==> src/rtl/serial_adder_if.sv <==
// Handshake and operand/result bundle between the controlling logic and serial_adder.
// The master drives the request, the slave (the adder) returns result, flags and status.
interface serial_adder_if #(
    parameter int WIDTH = 16
);
    logic             start;
    logic [WIDTH-1:0] a;
    logic [WIDTH-1:0] b;
    logic             cin;
    logic             sub;
    logic [WIDTH-1:0] sum;
    logic             cout;
    logic             overflow;
    logic             zero;
    logic             busy;
    logic             done;

    modport master (
        output start, a, b, cin, sub,
        input  sum, cout, overflow, zero, busy, done
    );

    modport slave (
        input  start, a, b, cin, sub,
        output sum, cout, overflow, zero, busy, done
    );
endinterface

==> src/rtl/serial_adder.sv <==
// Bit-serial add/subtract: one full-adder cell plus a carry flop, LSB first,
// one bit per clock, with registered sum/carry/overflow/zero and start/busy/done.
module serial_adder #(
    parameter int WIDTH = 16
) (
    input  logic                 clock,
    input  logic                 reset_n,
    serial_adder_if.slave        bus
);
    localparam int CNT_W = (WIDTH > 2) ? $clog2(WIDTH) : 1;
    localparam logic [CNT_W-1:0] LAST = CNT_W'(WIDTH - 1);

    typedef enum logic [1:0] {
        IDLE  = 2'd0,
        SHIFT = 2'd1,
        DONE  = 2'd2
    } state_t;

    state_t           state_q;
    logic [WIDTH-1:0] a_sh_q;
    logic [WIDTH-1:0] b_sh_q;
    logic [WIDTH-1:0] r_q;
    logic             carry_q;
    logic [CNT_W-1:0] cnt_q;
    logic [WIDTH-1:0] sum_q;
    logic             cout_q;
    logic             ovf_q;
    logic             zero_q;
    logic             busy_q;
    logic             done_q;

    logic             s_d;
    logic             c_d;
    logic [WIDTH-1:0] r_d;
    logic             last_d;

    // The single full-adder cell working on the current LSBs.
    always_comb begin
        s_d    = a_sh_q[0] ^ b_sh_q[0] ^ carry_q;
        c_d    = (a_sh_q[0] & b_sh_q[0]) | (a_sh_q[0] & carry_q) | (b_sh_q[0] & carry_q);
        r_d    = {s_d, r_q[WIDTH-1:1]};
        last_d = (cnt_q == LAST);
    end

    always_ff @(posedge clock or negedge reset_n) begin
        if (!reset_n) begin
            state_q <= IDLE;
            a_sh_q  <= '0;
            b_sh_q  <= '0;
            r_q     <= '0;
            carry_q <= 1'b0;
            cnt_q   <= '0;
            sum_q   <= '0;
            cout_q  <= 1'b0;
            ovf_q   <= 1'b0;
            zero_q  <= 1'b0;
            busy_q  <= 1'b0;
            done_q  <= 1'b0;
        end else begin
            case (state_q)
                IDLE: begin
                    if (bus.start) begin
                        a_sh_q  <= bus.a;
                        b_sh_q  <= bus.b ^ {WIDTH{bus.sub}};
                        carry_q <= bus.sub ? 1'b1 : bus.cin;
                        r_q     <= '0;
                        cnt_q   <= '0;
                        busy_q  <= 1'b1;
                        state_q <= SHIFT;
                    end
                end
                SHIFT: begin
                    a_sh_q  <= a_sh_q >> 1;
                    b_sh_q  <= b_sh_q >> 1;
                    carry_q <= c_d;
                    r_q     <= r_d;
                    cnt_q   <= cnt_q + CNT_W'(1);
                    if (last_d) begin
                        // carry_q here is still the carry into the MSB.
                        sum_q   <= r_d;
                        cout_q  <= c_d;
                        ovf_q   <= carry_q ^ c_d;
                        zero_q  <= (r_d == '0);
                        busy_q  <= 1'b0;
                        done_q  <= 1'b1;
                        state_q <= DONE;
                    end
                end
                DONE: begin
                    done_q  <= 1'b0;
                    state_q <= IDLE;
                end
                default: begin
                    busy_q  <= 1'b0;
                    done_q  <= 1'b0;
                    state_q <= IDLE;
                end
            endcase
        end
    end

    assign bus.sum      = sum_q;
    assign bus.cout     = cout_q;
    assign bus.overflow = ovf_q;
    assign bus.zero     = zero_q;
    assign bus.busy     = busy_q;
    assign bus.done     = done_q;
endmodule
==> src/flat_wrapper.sv <==
// flat-port wrapper written by rule: the top's interface ports become plain ports
module serial_adder_flat 
#(
    parameter int WIDTH = 16
)
  (clock, reset_n, bus_start, bus_a, bus_b, bus_cin, bus_sub, bus_sum, bus_cout, bus_overflow, bus_zero, bus_busy, bus_done);
  serial_adder_if #(.WIDTH(WIDTH)) bus_i ();
  input  logic clock;
  input  logic reset_n;
  input wire logic [$bits(bus_i.start)-1:0] bus_start;
  input wire logic [$bits(bus_i.a)-1:0] bus_a;
  input wire logic [$bits(bus_i.b)-1:0] bus_b;
  input wire logic [$bits(bus_i.cin)-1:0] bus_cin;
  input wire logic [$bits(bus_i.sub)-1:0] bus_sub;
  output wire logic [$bits(bus_i.sum)-1:0] bus_sum;
  output wire logic [$bits(bus_i.cout)-1:0] bus_cout;
  output wire logic [$bits(bus_i.overflow)-1:0] bus_overflow;
  output wire logic [$bits(bus_i.zero)-1:0] bus_zero;
  output wire logic [$bits(bus_i.busy)-1:0] bus_busy;
  output wire logic [$bits(bus_i.done)-1:0] bus_done;
  assign bus_i.start = bus_start;
  assign bus_i.a = bus_a;
  assign bus_i.b = bus_b;
  assign bus_i.cin = bus_cin;
  assign bus_i.sub = bus_sub;
  assign bus_sum = bus_i.sum;
  assign bus_cout = bus_i.cout;
  assign bus_overflow = bus_i.overflow;
  assign bus_zero = bus_i.zero;
  assign bus_busy = bus_i.busy;
  assign bus_done = bus_i.done;
  serial_adder #(.WIDTH(WIDTH)) u_core (.clock(clock), .reset_n(reset_n), .bus(bus_i));
endmodule
==> config.mk <==
export PLATFORM = sky130hd
export DESIGN_NAME = serial_adder_flat
export DESIGN_NICKNAME = d
export VERILOG_FILES = /design/src/rtl/serial_adder_if.sv /design/src/rtl/serial_adder.sv /design/src/flat_wrapper.sv
export SDC_FILE = /design/constraint.sdc
export NUM_CORES = 1
export LEC_CHECK = 0
export ABC_AREA = 1
export CAP_MARGIN = 15
export CELL_PAD_IN_SITES_DETAIL_PLACEMENT = 1
export CELL_PAD_IN_SITES_GLOBAL_PLACEMENT = 1
export CORE_ASPECT_RATIO = 0.8
export CORE_UTILIZATION = 40
export DETAILED_ROUTE_END_ITERATION = 16
export PLACE_DENSITY_LB_ADDON = 0.1
export SETUP_SLACK_MARGIN = 0.02
export SYNTH_ARGS = -nofsm -noshare
export SYNTH_HDL_FRONTEND = slang
export SYNTH_SLANG_ARGS = --single-unit
==> constraint.sdc <==
create_clock -name clock -period 2.9 [get_ports clock]
set_input_delay 0.58 -clock clock [delete_from_list [all_inputs] [get_ports clock]]
set_output_delay 0.58 -clock clock [all_outputs]
set_load 0.01 [all_outputs]
# Word-level counts from Yosys, hierarchy flattened
# Cells that the tools add are included.
# word_totals
latch_bits,0
wordCells,56
register_bits,76
romBits,0
input_bits,37
ram_bits,0
out_inout_bits,21
n_memories,0
# op_classes
shift,0
mux,19
eq_ne,5
reduce_logical,8
multipliers,0
div_mod_pow,0
n_lt_le_gt_ge,0
addsub,1
n_bitwise,11
# ops
operator,n
one-hot mux 16 bit (2 select lines),3
2-to-1 mux 16 bit,3
logical NOT 16 bit,1
bitwise XOR 16 bit,1
one-hot mux 4 bit (2 select lines),1
AND reduction 2 bit,4
2-to-1 mux 1 bit,5
"adder 4 x 1 -> 4 bit, second input constant",1
"== test 4 bit, second input constant",1
2-to-1 mux 2 bit,2
2-to-1 mux 4 bit,1
one-hot mux 1 bit (2 select lines),2
one-hot mux 2 bit (2 select lines),1
bitwise AND 1 bit,3
one-hot mux 1 bit (3 select lines),1
AND reduction 3 bit,1
bitwise XOR 1 bit,3
"== test 2 x 1 -> 1 bit, second input constant",1
"== test 2 bit, second input constant",1
logical NOT 2 bit,1
"!= test 2 x 1 -> 1 bit, second input constant",1
"!= test 2 bit, second input constant",1
inverter 1 bit,2
OR 1 bit,2
nonzero test 2 bit,1

# Longest topological paths before layout
# Gate-level depths: netlist of run 1.
# depth
word_depth,4
depth_mapped,8
mapped_depth_nobuf,7

# Worst setup path after synthesis of run 1
# OpenSTA, ideal clock, no wires.
# synth_path
path_type,input -> register
start,input bus_sub
end,register u_core.b_sh_q[14]
arrival_ps,1294
setup_time_ps,69
stages,5
required_ps,2831
setup_slack_ps,1537
n_path_buf,2
path_cell_list,buf_2 -> buf_2 -> xor2_1 -> nand2_1 -> nand3_1
# synth_via
elab_chain_len,3
# synth_lines
element,line,text
start: declaration,flat_wrapper.sv:14,input wire logic [$bits(bus_i.sub)-1:0] bus_sub;
bitwise XOR 16 bit,serial_adder.sv:64,b_sh_q <= bus.b ^ {WIDTH{bus.sub}};
2-to-1 mux 16 bit,serial_adder.sv:62,if (bus.start) begin
one-hot mux 16 bit (2 select lines),serial_adder.sv:60,case (state_q)
end signal: assignment,serial_adder.sv:64,
end signal: assignment,serial_adder.sv:74,b_sh_q <= b_sh_q >> 1;
end: declaration,serial_adder.sv:21,logic [WIDTH-1:0] b_sh_q;
# No other way between the ends. The select of a mux whose other input is x is not followed.
# A chain may end at the register's enable or synchronous reset.

# Worst setup path after layout of run 1
# layout_path
start,register u_core.state_q[1]
end,"register u_core.sum_q[10], in the netlist u_core.bus.sum[10]"
# layout_via
elab_chain_len,2
# layout_lines
element,line,text
start: declaration,serial_adder.sv:19,state_t state_q;
start signal: assignment,serial_adder.sv:47,state_q <= IDLE;
start signal: assignment,serial_adder.sv:69,state_q <= SHIFT;
start signal: assignment,serial_adder.sv:86,state_q <= DONE;
== test 2 x 1 -> 1 bit,serial_adder.sv:60,
AND reduction 2 bit (no line),-,
end signal: assignment,serial_adder.sv:80,sum_q <= r_d;
end: declaration,serial_adder.sv:25,logic [WIDTH-1:0] sum_q;
# No other way between the ends.

==> flow_metrics.py, run 1 <==
metrics = {
    "run_status": {
        "status": "completed",
    },
    "synthesis": {
        "ys_seq_elements": 75,
        "synth_top_area_cell": "dfrtp_1",
        "synth_top_area_share_pct": 57.67,
        "synthesis.nets": 399,
        "synthArstFlopShare_pct": 100.0,
        "postSynthCellCount": 360,
        "synth_ff_type": "dfrtp_1",
        "syn_area_sq_mm": 0.003254,
        "ys_top_cells_by_area": "dfrtp_1 (58%), nand2_1 (13%), nand3_1 (7.7%)",
        "synth_edf_count": 0,
        "synth.distinct_cells": 23,
        "yosysSeqAreaShare_pct": 57.67,
        "yosysWarnings": 0,
        "syn_avg_cell_area_sq_um": 9.040,
    },
    "timing": {
        "period_needed_ns": 1.872,
        "tns_ns": 0,
        "skew_ns": 0.009038,
        "postLayoutSetupSlackWorst_ns": 1.028,
        "holdWs_ns": 0.3882,
        "timing.fmax_mhz": 534.2,
        "report.final.slew_viol_count": 0,
        "finalSetupViolCount": 0,
        "finalCritPeriodShare_pct": 64.55,
        "hold_violations": 0,
        "rsz0062_at_grt": "no",
        "worst_pin_slew_ns": 0.9563,
        "relSlewSlack_pct": 36.25,
    },
    "cells_and_area": {
        "areaGrowthSynthToFinish_pct": 25.68,
        "postLayoutCellArea_sq_mm": 0.004090,
        "fillers": 954,
        "layout-drive-gt1-share_pct": 6.475,
        "fin_util_pct": 51.71,
        "nets": 452,
        "diodes": 0,
    },
    "die": {
        "io-pin-count": 58,
        "fp.dieW_um": 102.8,
        "die_area_sq_mm": 0.008503,
        "row_count": 29,
        "fp.dieH_um": 82.68,
        "core_sq_mm": 0.007910,
        "start_util_pct": 41.14,
    },
    "clock_network": {
        "cts_max_path_buffers": 2,
        "cts_made_buffers": 9,
        "clockRootBuffer": "clkbuf_8",
        "worstSkewPairLatency_ns": 0.34,
        "hold_buffers": 0,
        "clkTransAtPathRegs_ns": 0.07,
        "cts-htree-levels": 3,
        "post_cts_buffers": 0,
        "cts_tree": "built",
        "cts.sinks": 75,
        "cts.repair.resized": 0,
    },
    "critical_path": {
        "cp_max_fo": 37,
        "crit_slowest_cell": "nand4_4",
        "rrSetupSlack_ns": 1.03,
        "critPathRequiredTime_ns": 3.11,
        "cpPeakStageDelay_ns": 0.53,
        "cp.depth": 4,
        "cp_cell_sequence": "nor2_8 > nand4_4 > nand2_1 > o21ai_1",
        "path_buf_inv": 0,
        "crit_path_end": "u_core.bus.sum[10]",
        "r2r-end": "u_core.bus.sum[10]",
        "arrival_ns": 2.08,
        "endpoint_kind": "flop",
        "crit_start": "u_core.state_q[1]",
        "cpLargestDelayFamily": "simple AND/OR/NAND/NOR gates",
        "regToRegStartpoint": "u_core.state_q[1]",
        "critPathLaunchType": "flop",
        "reg2reg_depth": 4,
        "path_class": "reg -> reg",
    },
    "power": {
        "power_density_mw_per_mm2": 996.8,
        "power_leakage_nw": 1.916,
        "switchingPower_mw": 1.461,
        "power.internal_mw": 2.616,
        "p_clk_share_pct": 19.8,
        "power_frac_comb_pct": 37.2,
        "vdd_drop_max_v": 0.0003446,
        "switching_share_pct": 35.84,
        "pwr-share-seq_pct": 43.1,
    },
    "global_routing": {
        "grt_use_met3_pct": 5.135,
        "grt_first_pass_wirelength_mm": 12.53,
        "grt_max_degree": 76,
        "use_met1_pct": 27.00,
        "grt_pass1_vias": 2609,
        "gr-usage-met2_pct": 29.80,
        "grt_overflow_total": 0,
        "antenna_found_initial": 0,
        "grt.total_usage_pct": 19.42,
        "grt_most_used_layer": "met2",
    },
    "placed_design": {
        "placed_cell_area_sq_mm": 0.003896,
        "hpwl_mm": 4.809,
        "gp_congestion": 0.7278,
        "portBuffers": 57,
        "pre_cts_ws_ns": 0.7363,
    },
    "drt": {
        "drc_errors": 0,
        "vias": 2585,
        "first_pass_iters": 6,
        "drt-wirelength-per-cell_um": 14.02,
        "first_iter_violations": 104,
        "finalWirelength_mm": 7.362,
        "ant_nets": 0,
        "vias_per_cell": 4.924,
    },
    "flow_run": {
        "drv_cap": 0,
    },
    "worst_hold_path": {
        "hold_path_class": "in -> async",
    },
}
[metrics by stage]
step | instances | total power, mW
6_report | 525 | 4.077
5_1_grt | 525 | 4.403
4_1_cts | 525 | 4.139
3_5_place_dp | 510 | 3.313
3_3_place_gp | 510 | 3.249
2_1_floorplan | 360 | 2.678
[worst register-to-register path, stage by stage, from the launching register on]
cell     delay (ns)
dfrtp_1        0.44
nor2_8         0.48
nand4_4        0.53
nand2_1        0.21
o21ai_1        0.08
[sequential cells by signal, indices dropped and copies added (netlist names), 2 cells and up]
signal          cells
u_core.state_q      2
u_core.b_sh_q      16
u_core.cnt_q        4
u_core.bus.sum     16
u_core.a_sh_q      16
u_core.r_q         15
[how the worst min path moves through the flow]
stage | from | to
floorplan | reset_n | u_core.a_sh_q[0]
global placement | u_core.a_sh_q[15] | u_core.a_sh_q[15]
detailed placement | u_core.a_sh_q[15] | u_core.a_sh_q[15]
CTS | reset_n | u_core.cnt_q[1]
global route | reset_n | u_core.bus.sum[2]
finish | reset_n | u_core.bus.sum[4]
[Yosys cell counts, types with 2 or more instances]
cell	number
buf_4	2
nor2_1	12
o21ai_1	19
inv_1	19
xnor2_1	3
nand2_1	117
xor2_1	15
o21ai_0	3
buf_2	10
buf_1	2
nand3_1	50
clkbuf_1	5
dfrtp_1	75
inv_2	4
o22ai_1	15
nand2_2	2
[area by class of cell]
| type | instances | area [sq um] | area share (%) |
|---|---|---|---|
| Tap cell | 108 | 135.1 | 3.304 |
| Sequential cell | 75 | 1877 | 45.89 |
| Timing Repair Buffer | 61 | 598.1 | 14.62 |
| Clock inverter | 2 | 35.03 | 0.8565 |
| Clock buffer | 13 | 158.9 | 3.885 |
| Inverter | 23 | 86.33 | 2.111 |
| Multi-Input combinational cell | 243 | 1200 | 29.34 |
[cells in the final DEF (no fill, tap or decap), drive strengths merged]
| master | Yosys | final |
|---|---|---|
| a21oi | 1 | 1 |
| buf | 14 | 5 |
| bufinv | 0 | 1 |
| clkbuf | 5 | 13 |
| clkdlybuf4s50 | 0 | 56 |
| clkinv | 0 | 1 |
| dfrtp | 75 | 75 |
| fa | 1 | 1 |
| ha | 1 | 1 |
| inv | 23 | 23 |
| nand2 | 119 | 119 |
| nand3 | 50 | 50 |
| nand4 | 2 | 2 |
| nor2 | 14 | 14 |
| o21ai | 22 | 22 |
| o22ai | 15 | 15 |
| xnor2 | 3 | 3 |
| xor2 | 15 | 15 |
[per-layer routing]
| metal | wire length, um | share of wire (%) |
|---|---|---|
| met5 | 0 | 0 |
| met2 | 3419 | 46 |
| met4 | 83 | 1.1 |
| met1 | 3609 | 49 |
| met3 | 249 | 3.4 |
[kinds of logic after synthesis]
family | Yosys count | share of synthesized area, %
simple gates | 185 | 24.61
flops | 75 | 57.67
buf+inv | 42 | 5.459
compound gates | 38 | 6.420
xor+xnor | 18 | 4.845
fa+ha+maj | 2 | 0.9996
[power groups by stage]
stage                     logic (mW)  clock network (mW)  registers, mW
after floorplan                0.899                   0           1.78
final                           1.52               0.806           1.76
after global placement          1.49                   0           1.76
after detailed placement        1.54                   0           1.78
after global routing            1.72               0.866           1.82
after CTS                       1.55               0.830           1.76
No activity file was read; power rests on OpenSTA's default activity.
==> inputs of run 2 (changes only) <==
- CORE_UTILIZATION: 40 -> 39
- clock period: 2.9 -> 1.8 ns (I/O delays scaled with it)
==> flow_metrics.py, run 2 (same netlist as run 1, synthesis figures left out) <==
metrics = {
    "run_status": {
        "status": "completed",
    },
    "critical_path": {
        "critPathLaunchType": "flop",
        "arrival_ns": 1.26,
        "cpPeakStageDelay_ns": 0.54,
        "path_class": "reg -> out",
        "cp_max_fo": 2,
        "endpoint_kind": "primary output",
        "cpLargestDelayFamily": "buffers and inverters",
        "crit_slowest_cell": "clkdlybuf4s50_1",
        "critPathRequiredTime_ns": 1.44,
        "cp_cell_sequence": "clkdlybuf4s50_1",
        "path_buf_inv": 1,
    },
    "timing": {
        "report.final.slew_viol_count": 0,
        "skew_ns": 0.009335,
        "finalCritPeriodShare_pct": 89.74,
        "relSlewSlack_pct": 64.99,
        "hold_violations": 0,
        "postLayoutSetupSlackWorst_ns": 0.1847,
        "rsz0062_at_grt": "no",
        "tns_ns": 0,
        "period_needed_ns": 1.615,
        "timing.fmax_mhz": 619.1,
        "worst_pin_slew_ns": 0.5241,
        "finalSetupViolCount": 0,
    },
    "drt": {
        "ant_nets": 0,
        "maxUsedRoutingLayer": "met4",
        "drc_errors": 0,
        "first_iter_violations": 91,
        "drt-wirelength-per-cell_um": 14.02,
        "dr_wl_met2_mm": 3.481,
        "wl_met3_um": 304,
        "vias": 2574,
        "first_pass_iters": 4,
        "vias_per_cell": 4.811,
        "finalWirelength_mm": 7.503,
        "wl_met1_mm": 3.633,
    },
    "power": {
        "vdd_drop_max_v": 0.0007461,
        "power_leakage_nw": 1.963,
        "power_density_mw_per_mm2": 1588,
    },
    "clock_network": {
        "clkTransAtPathRegs_ns": 0.08,
        "cts_max_path_buffers": 2,
        "cts_made_buffers": 9,
        "cts_tree": "built",
        "worstSkewPairLatency_ns": 0.35,
        "clockRootBuffer": "clkbuf_8",
        "cts-htree-levels": 3,
        "cts.sinks": 75,
    },
    "global_routing": {
        "antenna_found_initial": 0,
        "grt_max_degree": 38,
        "grt_overflow_total": 0,
        "grt.total_usage_pct": 18.86,
        "grt_first_pass_wirelength_mm": 13.03,
        "grt_pass1_vias": 2673,
    },
    "placed_design": {
        "hpwl_mm": 5.335,
        "gp_congestion": 0.7214,
        "portBuffers": 57,
        "pre_cts_ws_ns": 0.1748,
        "placed_cell_area_sq_mm": 0.003969,
    },
    "cells_and_area": {
        "areaGrowthSynthToFinish_pct": 28.22,
        "layout-drive-gt1-share_pct": 8.665,
        "diodes": 0,
        "mostFrequentLayoutCells": "nand2_1 (117), dfrtp_1 (75), clkdlybuf4s50_1 (56)",
        "final_common_cell": "nand2_1",
        "fillers": 943,
        "postLayoutCellArea_sq_mm": 0.004173,
        "nets": 461,
    },
    "worst_hold_path": {
        "hold_path_class": "reg -> reg",
    },
    "die": {
        "core_sq_mm": 0.008019,
        "row_count": 29,
        "fp.dieW_um": 104.1,
        "io-pin-count": 58,
        "die_area_sq_mm": 0.008716,
        "fp.dieH_um": 83.71,
        "start_util_pct": 40.58,
    },
    "flow_run": {
        "drv_cap": 0,
    },
}
## run 2: final timing paths
check / start / end / slack [ns] / cells after the start
setup / recovery: u_core.bus.overflow / bus_overflow / 0.18 / 1
hold / removal: u_core.bus.zero / u_core.bus.zero / 0.48 / 2
setup reg to reg: u_core.cnt_q[0] / u_core.bus.sum[14] / 0.22 / 4
hold reg to reg: u_core.bus.zero / u_core.bus.zero / 0.48 / 2
max in group asynchronous: reset_n / u_core.b_sh_q[6] / 0.69 / 3
min in group asynchronous: reset_n / u_core.r_q[7] / 0.49 / 2
## run 2: repair_timing
action,4_1_cts,5_1_grt
resized for setup,0,0
hold endpoints to repair,30,0
hold buffers,1,0
buffers inserted,0,0
## run 2: layout make-up
class                   instances  area, sq um  share of cell area [%]
flip-flops and latches         75         1877                   44.98
multi-input cells             243         1200                   28.76
repair buffers                 70        680.7                   16.31
clock buffers                  11        141.4                   3.388
well taps                     108        135.1                   3.238
inverters                      23        86.33                   2.069
clock inverters                 5        52.55                   1.259
## run 2: worst reg2reg max path: cells and delay by family (launching register included)
family / cells / cell delay, ns
AO/OA/AOI/OAI: 1 / 0.08
adder cells (fa/ha/maj): 1 / 0.29
flip-flops: 1 / 0.42
AND/OR/NAND/NOR: 2 / 0.67
## run 2: metrics by stage
step	hold slack (ns)	utilization, %	total power, mW	instances
floorplan	0.06441	-	4.315	360
finish	0.4839	52.04	6.627	535
detailed placement	0.3339	49.49	5.417	518
global placement	0.3330	49.49	5.289	518
CTS	0.4873	52.04	6.714	535
global route	0.5100	52.04	7.133	535
## run 2: where the power goes
part | total (mW) | switching [mW] | internal [mW]
sequential | 2.85 | 0.451 | 2.40
clock | 1.28 | 0.607 | 0.672
combinational | 2.50 | 1.34 | 1.16
total | 6.63 | 2.40 | 4.23
## run 2: per-layer routing
layer | vias to the layer above | GRT usage [%]
met5 | - | 0
met3 | 11 | 4.918
met1 | 1234 | 25.67
met2 | 47 | 29.76
met4 | 0 | 5.455
li1 | 1282 | -
